==> src/rtl/onchip_ram_arbiter.sv <==
// onchip_ram_arbiter: two-master arbiter for the single-port on-chip RAM, M0 fixed priority with M1 anti-starvation
module onchip_ram_arbiter #(
    parameter int ADDR_W       = 13,
    parameter int DATA_W       = 32,
    parameter int STARVE_LIMIT = 4,
    parameter int READ_LATENCY = 1
) (
    input  logic                    clk,
    input  logic                    reset_n,
    input  logic [1:0]              m_read,
    input  logic [1:0]              m_write,
    input  logic [2*ADDR_W-1:0]     m_address,
    input  logic [2*DATA_W/8-1:0]   m_byteenable,
    input  logic [2*DATA_W-1:0]     m_writedata,
    output logic [1:0]              m_waitrequest,
    output logic [DATA_W-1:0]       m_readdata,
    output logic [1:0]              m_readdatavalid,
    output logic                    ram_chipselect,
    output logic                    ram_write,
    output logic [ADDR_W-1:0]       ram_address,
    output logic [DATA_W/8-1:0]     ram_byteenable,
    output logic [DATA_W-1:0]       ram_writedata,
    output logic                    ram_clken,
    input  logic [DATA_W-1:0]       ram_readdata
);
    localparam int BE_W = DATA_W / 8;
    localparam logic [3:0] LIM = 4'(STARVE_LIMIT);

    logic [1:0]              w_req;
    logic [1:0]              w_grant;
    logic                    w_sel;
    logic                    w_rd;
    logic [3:0]              r_starve;
    logic [READ_LATENCY-1:0] r_v;
    logic [READ_LATENCY-1:0] r_id;

    assign w_req = m_read | m_write;

    // Grant: lone requester wins; on contention M0 wins unless M1 has waited STARVE_LIMIT cycles
    always_comb begin
        w_grant = 2'b00;
        if (reset_n)
            w_grant = (&w_req) ? ((r_starve == LIM) ? 2'b10 : 2'b01) : w_req;
    end

    assign w_sel          = w_grant[1];
    assign w_rd           = |(w_grant & m_read & ~m_write);
    assign m_waitrequest  = ~w_grant;
    assign ram_chipselect = |w_grant;
    assign ram_write      = |(w_grant & m_write);
    assign ram_address    = w_sel ? m_address[ADDR_W +: ADDR_W] : m_address[0 +: ADDR_W];
    assign ram_byteenable = w_sel ? m_byteenable[BE_W +: BE_W] : m_byteenable[0 +: BE_W];
    assign ram_writedata  = w_sel ? m_writedata[DATA_W +: DATA_W] : m_writedata[0 +: DATA_W];
    assign ram_clken      = 1'b1;
    assign m_readdata     = ram_readdata;
    assign m_readdatavalid = (reset_n && r_v[READ_LATENCY-1])
                           ? (r_id[READ_LATENCY-1] ? 2'b10 : 2'b01) : 2'b00;

    // Starvation counter: counts M1 request cycles lost to M0, saturating at the limit
    always_ff @(posedge clk) begin
        if (!reset_n || !w_req[1] || w_grant[1])
            r_starve <= 4'd0;
        else if (w_grant[0] && r_starve != LIM)
            r_starve <= r_starve + 4'd1;
    end

    // Read tag pipeline: follows each accepted read so its return strobe reaches the issuer only
    always_ff @(posedge clk) begin
        if (!reset_n) begin
            r_v  <= '0;
            r_id <= '0;
        end else begin
            r_v[0]  <= w_rd;
            r_id[0] <= w_sel;
            for (int k = 1; k < READ_LATENCY; k++) begin
                r_v[k]  <= r_v[k-1];
                r_id[k] <= r_id[k-1];
            end
        end
    end
endmodule

==> config.mk <==
export PLATFORM = sky130hd
export DESIGN_NAME = onchip_ram_arbiter
export DESIGN_NICKNAME = d
export VERILOG_FILES = /design/src/rtl/onchip_ram_arbiter.sv
export SDC_FILE = /design/constraint.sdc
export NUM_CORES = 1
export LEC_CHECK = 0
export BUFFER_PORTS_ARGS = -buffer_cell sky130_fd_sc_hd__buf_4
export CAP_MARGIN = 20
export CORE_AREA = 2 2 87 89
export DETAILED_ROUTE_END_ITERATION = 10
export DIE_AREA = 0 0 89 91
export PLACE_DENSITY = 0.59
export SYNTH_ARGS = -nofsm -noshare
export SYNTH_HDL_FRONTEND = slang
export SYNTH_SLANG_ARGS = --single-unit
==> constraint.sdc <==
create_clock -name clk -period 1.7 [get_ports clk]
set_input_delay 0.085 -clock clk [delete_from_list [all_inputs] [get_ports clk]]
set_output_delay 0.085 -clock clk [all_outputs]
set_load 0.01 [all_outputs]
==> impl_results.md, run 1 <==
- Status: complete, but fails checks
- Failing checks: negative setup slack
- Met3 GRT Util: 3.64%
- Max-slew violations: 0
- Port bufs: 158
- Total area of sequential cells: 123 um^2
- Pwr per Cell Area: 373 nW/um^2
- TritonCTS buffer count: 3
- Drt total wl: 5420 um
- Clock Skew: 0.00508 ns
- Post-Synthesis Cell Area: 1290 um^2
- Mapped Nets: 268
- Grt met1 use: 13.1%
- Netlist cell types: 26
- P_leak: 1.51 nW
- Crit. End Element: output port
- Top cells by area, synth: mux2_2 (25%), mux2_4 (23%), buf_4 (19%), dfxtp_1 (9.3%), buf_6 (5.3%)
- Crit path from: r_starve[0]$_SDFFE_PP0P_
- Share of cells above drive strength 1: 87.0%
- Worst setup margin: -0.303 ns
- Max-cap violations: 0
- RSZ-0062 raised after global routing: true
- Core Region: 7140 um^2
- Final Critical Period: 2.00 ns
- Hold_ws: 0.160 ns
- GRT busiest layer: met2
- CTS tree: yes
- DRT iter0 DRCs: 69
- Largest net degree at the start of global routing: 22
- CP Data Arrival Time: 1.92 ns
- Max Root-Sink Buffers: 2
- Via-to-Cell Ratio: 4.06
- Via count: 1493
- Synth warnings: 0
- Grt total ovfl: 0
- Clk slew on worst S/H paths: 0.04 ns
- Top FF cell, synth: dfxtp_1
- Area delta synth->final: 112%
- FF-to-FF path depth: 8
- ANT cells: 0
- Footprint of the multi-input gates: 921 um^2
- Fillers: 747
- Non-Filler Instances: 368
- Die H: 91 um
- Cells after synthesis: 130
- Vias in the first global route: 1413
- Final Hold Fails: 0
- Met2 Usage GRT: 18.8%
- Post-Place Setup Slack: -0.134 ns
- GRT Total Usage: 11.0%
- Starting density of the core: 18.0%
- Crit share post-route: 118%
- Sequential cell area fraction in the yosys report: 9.34%
- Rows: 31
- DIE WIDTH: 89 um
- Startpoint types: flop
- DRC Markers: 0
- Clock sink count: 6
- Synth area leader: mux2_2
- Yosys top cell area share: 24.5%
- Setup crit end: ram_writedata[16]
- Routed Antenna Nets: 0
- Final RePlAce weighted congestion: 0.810
- Ys async rst share: 0%
- Nets: 409
- Wire length per cell: 14.7 um
- Max Freq: 499 MHz
- Antenna violations before repair: 0
- Critical path type: reg -> out
- Placed cell area: 2370 um^2
- Final setup viols: 49
- DPL Wire Length: 4030 um
- Io pins: 224
- Mean Syn Cell Area: 9.89 um^2
- Hold-fix buffers, CTS: 0
- Reg2reg end: r_id$_SDFF_PN0_
- Final Cell Area: 2730 um^2
- Post-synth EDFFs: 0
- R2R Path Start: r_starve[0]$_SDFFE_PP0P_
- R2R setup slack: 0.28 ns
- Dpl cells: 354
- Root Buffer Master: clkbuf_8
- WP data required: 1.62 ns
- Die area: 8100 um^2
- VDD IR max: 0.141 mV
- Pre-Repair DR Iteration Count: 4
- First-pass GRT wire length: 7000 um
- Hold Crit Class: in -> reg
- Htree depth: 1
- Worst Path Max Fanout: 7
- Clk_lat worst skew: 0.23 ns
- Seq cells post-synth: 6
[area by class of cell]
class,count,share of cell area (%)
Sequential cell,6,4.49
Clock buffer,3,1.51
Multi-Input combinational cell,80,33.7
Inverter,5,0.687
Timing Repair Buffer,175,55.1
Tap cell,99,4.54
[critical path, cell delays in order, from the launching register on]
cell and delay [ns]:
dfxtp_2 0.32, inv_2 0.04, ha_4 0.15, and3b_2 0.21
o21ai_4 0.18, buf_4 0.18, clkbuf_16 0.17, mux2_4 0.30
buf_4 0.14
[worst min path at each step]
stage / startpoint / end / slack, ns / cells after the start
final: reset_n / r_v$_SDFF_PN0_ / 0.16 / 2
after detailed placement: ram_readdata[1] / m_readdata[1] / 0.17 / 0
after global placement: ram_readdata[1] / m_readdata[1] / 0.17 / 0
after floorplan: reset_n / r_v$_SDFF_PN0_ / 0.22 / 1
after CTS: reset_n / r_v$_SDFF_PN0_ / 0.15 / 2
after global routing: reset_n / r_v$_SDFF_PN0_ / 0.16 / 2
[sequential cells by signal, indices dropped and copies added, names as in the netlist]
signal	flops
r_v	1
r_id	1
r_starve	4
[repair_timing]
| item | in CTS | in global routing |
|---|---|---|
| buffers inserted | 6 | 2 |
| resized for setup | 20 | 29 |
| pin swaps | 0 | 2 |
| gates cloned | 2 | 3 |
| setup endpoints to repair | 49 | 50 |
[power breakdown]
group	switching, W	internal, W
Combinational	0.000211	0.000437
Clock	0.0000681	0.000153
Sequential	0.00000325	0.000148
[per-stage QoR]
step                power [W]  TNS [ns]  utilization, %
finish                0.00102    -12.52            38.3
global route          0.00109    -15.48            38.3
CTS                  0.000991    -14.59            36.3
detailed placement   0.000710     -3.71            33.2
global placement     0.000704     -1.75            33.2
floorplan            0.000447         0               -
[routing by layer]
metal	wire length (um)	share of wire, %	vias to the layer above
li1	-	-	697
met1	1970	36	673
met2	2650	49	113
met3	724	13	10
met4	71	1.3	0
met5	0	0	-
[logic make-up after synthesis]
family	count (synthesis)	share of synthesized area, %
adders and majority gates	2	1.95
buffers and inverters	44	26.0
AOI/OAI and AO/OA	11	6.32
xor gates and xnor gates	2	1.36
DFF	6	9.34
other	1	0.292
and+or+nand+nor	15	6.03
muxes	49	48.7
[Yosys cell counts, types with 2 or more instances]
cell / n
nand2_1: 2
o21ai_0: 5
dfxtp_1: 6
and3_1: 2
nor3_1: 3
buf_4: 33
buf_6: 6
ha_1: 2
mux2_2: 28
mux2_4: 20
nor2_1: 4
inv_1: 5
[layout by cell type (no fill, tap or decap), drive strengths merged]
cell    count
and3        2
buf       173
and3b       1
o21ai       6
o2111a      1
nand3       1
nand2       2
clkbuf      5
a21oi       1
dfxtp       6
o21a        1
o221ai      1
nor2        4
xnor2       1
xor2        1
ha          2
inv         5
mux2       49
nand2b      1
a21boi      1
nand3b      1
conb        1
nor3        3
No activity file was read; power rests on OpenSTA's default activity.
==> run 2: changes to the inputs <==
--- a/config.mk
+++ b/config.mk
@@ -10,7 +10,7 @@
 export CORE_AREA = 2 2 87 89
 export DETAILED_ROUTE_END_ITERATION = 10
 export DIE_AREA = 0 0 89 91
-export PLACE_DENSITY = 0.59
+export PLACE_DENSITY = 0.61
 export SYNTH_ARGS = -nofsm -noshare
 export SYNTH_HDL_FRONTEND = slang
 export SYNTH_SLANG_ARGS = --single-unit
==> constraint.sdc (replaced) <==
create_clock -name clk -period 2.1 [get_ports clk]
set_input_delay 0.105 -clock clk [delete_from_list [all_inputs] [get_ports clk]]
set_output_delay 0.105 -clock clk [all_outputs]
set_load 0.01 [all_outputs]
==> run 2 against run 1 <==
Net effect:
- the flow now finishes without violations
- cell area fell by 3.6%
- worst setup slack gained 0.34 ns
- utilization fell by 1.4 points
- wire length is 11% lower
- first-iteration DRC count decreased by 86%
- flip-flop and latch count did not move
- non-clock buffer count shrank 7
- via count down 2.7%
- power down 23%
- largest cell class unchanged
- largest power group unchanged
==> impl_results.md, run 2 (synthesized netlist as in run 1, its figures left out) <==
- Status: finished, final reports clean
- Top Registers: r_starve (4), r_id (1), r_v (1)
- Hold Crit Class: in -> reg
- Max reg flops: 4
- Non-Filler Instances: 361
- First-pass GRT wire length: 5800 um
- Area delta synth->final: 105%
- Final RePlAce weighted congestion: 0.729
- Worst Path Max Fanout: 7
- Via count: 1453
- Critical path type: reg -> out
- Fin util: 36.9%
- Max Freq: 484 MHz
- Largest net degree at the start of global routing: 25
- TritonCTS buffer count: 3
- R2R Path Start: r_starve[0]$_SDFFE_PP0P_
- Most flops, register: r_starve
- ANT cells: 0
- CTS tree: yes
- Port bufs: 158
- Nets: 402
- RSZ-0062 raised after global routing: true
- Io pins: 224
- Routed Antenna Nets: 0
- Hold-fix buffers, CTS: 0
- GRT Total Usage: 8.80%
- Most frequent cells in the layout: buf_4 (143), mux2_4 (36), buf_6 (18), mux2_2 (12), o21ai_0 (5)
- Max Root-Sink Buffers: 2
- Antenna violations before repair: 0
- Startpoint types: flop
- VDD IR max: 0.118 mV
- Drt total wl: 4810 um
- Crit path from: r_starve[0]$_SDFFE_PP0P_
- Grt total ovfl: 0
- Wire length per cell: 13.3 um
- Final Hold Fails: 0
- Clk slew on worst S/H paths: 0.04 ns
- Final Critical Period: 2.07 ns
- Max-cap violations: 0
- Dpl cells: 350
- Final setup viols: 0
- Rows: 31
- Root Buffer Master: clkbuf_8
- Vias in the first global route: 1387
- Crit share post-route: 98.5%
- DPL Wire Length: 3540 um
- Core Region: 7140 um^2
- DRC Markers: 0
- DRT iter0 DRCs: 10
- Die area: 8100 um^2
- Share of cells above drive strength 1: 85.9%
- Most common cell after layout, fill and taps aside: buf_4
- Clock sink count: 6
- Clk_lat worst skew: 0.22 ns
- Clock Skew: 0.00241 ns
- End of the worst hold path: r_v$_SDFF_PN0_
- Worst Hold Launch: reset_n
- Htree depth: 1
- Pre-Repair DR Iteration Count: 4
- Pwr per Cell Area: 298 nW/um^2
- R2R setup slack: 0.70 ns
- FF-to-FF path depth: 7
- Die H: 91 um
- Via-to-Cell Ratio: 4.02
- Reg2reg end: r_id$_SDFF_PN0_
- WP data required: 2.00 ns
- Max-slew violations: 0
- Crit. End Element: output port
- CP Data Arrival Time: 1.96 ns
- P_leak: 1.45 nW
- DIE WIDTH: 89 um
- Hold Path Depth: 2
- Starting density of the core: 18.0%
==> run 2: worst max-delay path, cell delays in order (launching register included) <==
cell and delay, ns:
dfxtp_2 0.33, inv_1 0.05, ha_2 0.17, and3b_2 0.23
o21ai_4 0.16, buf_12 0.17, clkbuf_16 0.16, mux2_2 0.33
buf_4 0.14
==> run 2: worst max-delay path by stage <==
stage                                   end  cells past startpoint
final                      ram_writedata[2]                      8
after global routing       ram_writedata[0]                      8
after CTS                   ram_address[10]                      7
after detailed placement   ram_writedata[7]                      7
after global placement     ram_writedata[7]                      7
after floorplan           ram_writedata[19]                      7
==> run 2: routing by layer <==
layer  up-vias  GRT usage (%)  wire length (um)
li1        683              -                 -
met4         0           3.48                81
met2       106           18.0              2630
met3        12           1.91               515
met1       652           7.91              1580
met5         -              0                 0
==> run 2: through the flow <==
stage | hold slack (ns) | setup TNS [ns] | cell area (um^2) | setup WS, ns | total power [W]
2_1_floorplan | 0.245 | 0 | 1290 | 0.331 | 0.000357
3_3_place_gp | 0.210 | 0 | 2320 | 0.195 | 0.000552
3_5_place_dp | 0.210 | 0 | 2320 | 0.152 | 0.000557
4_1_cts | 0.184 | -0.00272 | 2450 | -0.00242 | 0.000751
5_1_grt | 0.183 | -0.363 | 2630 | -0.0336 | 0.000832
6_report | 0.184 | 0 | 2630 | 0.0323 | 0.000784
==> run 2: cell type report <==
cell class                      count  area (um^2)
Multi-Input combinational cell     80          896
Timing Repair Buffer              168         1430
Sequential cell                     6          123
Tap cell                           99          124
Fill cell                         749         4500
Clock buffer                        3         41.3
Inverter                            5         18.8
==> run 2: timing repair <==
item / 4_1_cts / 5_1_grt
resized for setup: 13 / 26
setup buffers: 2 / 2
hold endpoints to repair: 0 / 0
cloned: 1 / 4
pin swaps: 1 / 1
setup endpoints to repair: 49 / 45
==> run 2: power breakdown <==
| part | leakage [nW] | internal, W | switching [W] |
|---|---|---|---|
| clock | 0.0216 | 0.000123 | 0.0000477 |
| sequential | 0.0497 | 0.000120 | 0.00000296 |
| combinational | 1.37 | 0.000335 | 0.000156 |
==> run 3: changes to the inputs <==
==> constraint.sdc (replaced) <==
create_clock -name clk -period 2.1 [get_ports clk]
set_input_delay 0.42 -clock clk [delete_from_list [all_inputs] [get_ports clk]]
set_output_delay 0.42 -clock clk [all_outputs]
set_load 0.01 [all_outputs]
==> run 3 against run 2 <==
Net effect:
- the run now ends with negative setup slack left
- largest cell class unchanged
- worst setup slack lost 0.32 ns
- die area is the same
- cell count grew 3.0%
- global-route usage grew 2.7 points
==> impl_results.md, run 3 (synthesized netlist as in run 1, its figures left out) <==
- Status: complete, but fails checks
- Failing checks: negative setup slack
- Max-cap violations: 0
- Io pins: 224
- Non-Filler Instances: 372
- Final Cell Area: 2960 um^2
- PnR Total Power: 0.000870 W
- Port bufs: 158
- Hold-fix buffers, CTS: 0
- RSZ-0062 raised after global routing: true
- Share of cells above drive strength 1: 87.2%
- Routed Antenna Nets: 0
- Root Buffer Master: clkbuf_8
- Drt total wl: 5180 um
- Total area of sequential cells: 123 um^2
- P_leak: 1.63 nW
- Worst path cell trace: inv_2, ha_4, and3b_2, o21ai_4, buf_6, buf_6, buf_12, mux2_4, buf_6
- TritonCTS buffer count: 3
- Die area: 8100 um^2
- Clock Skew: 0.00292 ns
- DPL Wire Length: 3580 um
- VDD IR max: 0.101 mV
- Pre-Repair DR Iteration Count: 3
- Htree depth: 1
- Final Hold Fails: 0
- Max Root-Sink Buffers: 2
- Clk_lat worst skew: 0.23 ns
- Hold_ws: 0.487 ns
- Max reg flops: 4
- Worst path max stage delay: 0.33 ns
- Starting density of the core: 18.0%
- Area delta synth->final: 130%
- Final Critical Period: 2.39 ns
- Footprint of the multi-input gates: 955 um^2
- WP data required: 1.68 ns
- Clk slew on worst S/H paths: 0.04 ns
- Max-slew violations: 0
- Top Registers: r_starve (4), r_id (1), r_v (1)
- Rows: 31
- Dpl cells: 353
- Post-Place Setup Slack: -0.115 ns
- Die H: 91 um
- Fillers: 727
- Nets: 413
- First-pass GRT wire length: 7420 um
- Grt total ovfl: 0
- Slowest cell on crit path: dfxtp_2
- Core Region: 7140 um^2
- DRC Markers: 0
- Antenna violations before repair: 0
- Hold Path Depth: 2
- Hold Crit Class: in -> reg
- GRT Total Usage: 11.5%
- Clock sink count: 6
- Pwr per Cell Area: 294 nW/um^2
- Most frequent cells in the layout: buf_4 (112), buf_6 (59), mux2_4 (49), o21ai_0 (5)
- Stages on worst setup path: 9
- ANT cells: 0
- FF-to-FF path depth: 8
- Critical path type: reg -> out
- Via count: 1504
- Placed cell area: 2340 um^2
- CTS tree: yes
- Worst Path Max Fanout: 8
- CP Buf/Inv Count: 5
- Most flops, register: r_starve
- DIE WIDTH: 89 um
- Most common cell after layout, fill and taps aside: buf_4
- CP delay by family, top: buffers and inverters
- Crit. End Element: output port
- Via-to-Cell Ratio: 4.04
- CP most frequent cell: buf_6
- Max Freq: 418 MHz
- Largest net degree at the start of global routing: 9
- Startpoint types: flop
- Final RePlAce weighted congestion: 0.720
- DRT iter0 DRCs: 21
- Final setup viols: 50
- Worst setup margin: -0.292 ns
- CP Data Arrival Time: 1.97 ns
- Crit share post-route: 114%
- Vias in the first global route: 1608
- Wire length per cell: 13.9 um
[run 3: per-layer routing]
metal | GRT usage [%] | up-vias | part of all wire, %
met5 | 0 | - | 0
met4 | 3.23 | 0 | 1.4
met3 | 2.64 | 12 | 11
met2 | 22.8 | 104 | 55
met1 | 11.6 | 680 | 32
li1 | - | 708 | -
[run 3: worst reg2reg max path, cell delays in order (launching register included)]
cell     delay [ns]
dfxtp_2        0.33
inv_2          0.04
ha_4           0.14
and3b_2        0.23
o21ai_4        0.18
buf_6          0.17
buf_12         0.14
buf_4          0.11
inv_1          0.03
[run 3: timing repair]
action                                  4_1_cts  5_1_grt
pin swaps                                     2        1
setup buffers                                13        0
gates cloned                                  5        0
resized for setup                           101        3
endpoints found under the setup margin       49       50
[run 3: final cells by class]
cell class	instances	share of cell area, %
inverter	5	0.635
tap	99	4.19
timing repair buffer	179	57.3
sequential	6	4.15
multi-input combinational	80	32.3
clock buffer	3	1.40
[run 3: path summary, 6_finish.rpt]
path | start | slack [ns] | endpoint
setup / recovery | r_starve[0]$_SDFFE_PP0P_ | -0.29 | ram_writedata[4]
hold / removal | reset_n | 0.49 | r_v$_SDFF_PN0_
setup reg to reg | r_starve[0]$_SDFFE_PP0P_ | 0.63 | r_id$_SDFF_PN0_
hold reg to reg | r_starve[0]$_SDFFE_PP0P_ | 0.53 | r_starve[0]$_SDFFE_PP0P_
[run 3: report_power, final]
part | switching (W) | internal [W] | total (W)
sequential | 0.00000258 | 0.000119 | 0.000122
clock | 0.0000565 | 0.000124 | 0.000180
combinational | 0.000176 | 0.000392 | 0.000568
total | 0.000235 | 0.000635 | 0.000870
[run 3: through the flow]
step | util (%) | setup TNS, ns
global route | 41.4 | -15.98
global placement | 32.8 | -0.519
detailed placement | 32.8 | -2.56
CTS | 41.8 | -13.17
finish | 41.4 | -12.37
floorplan | - | 0
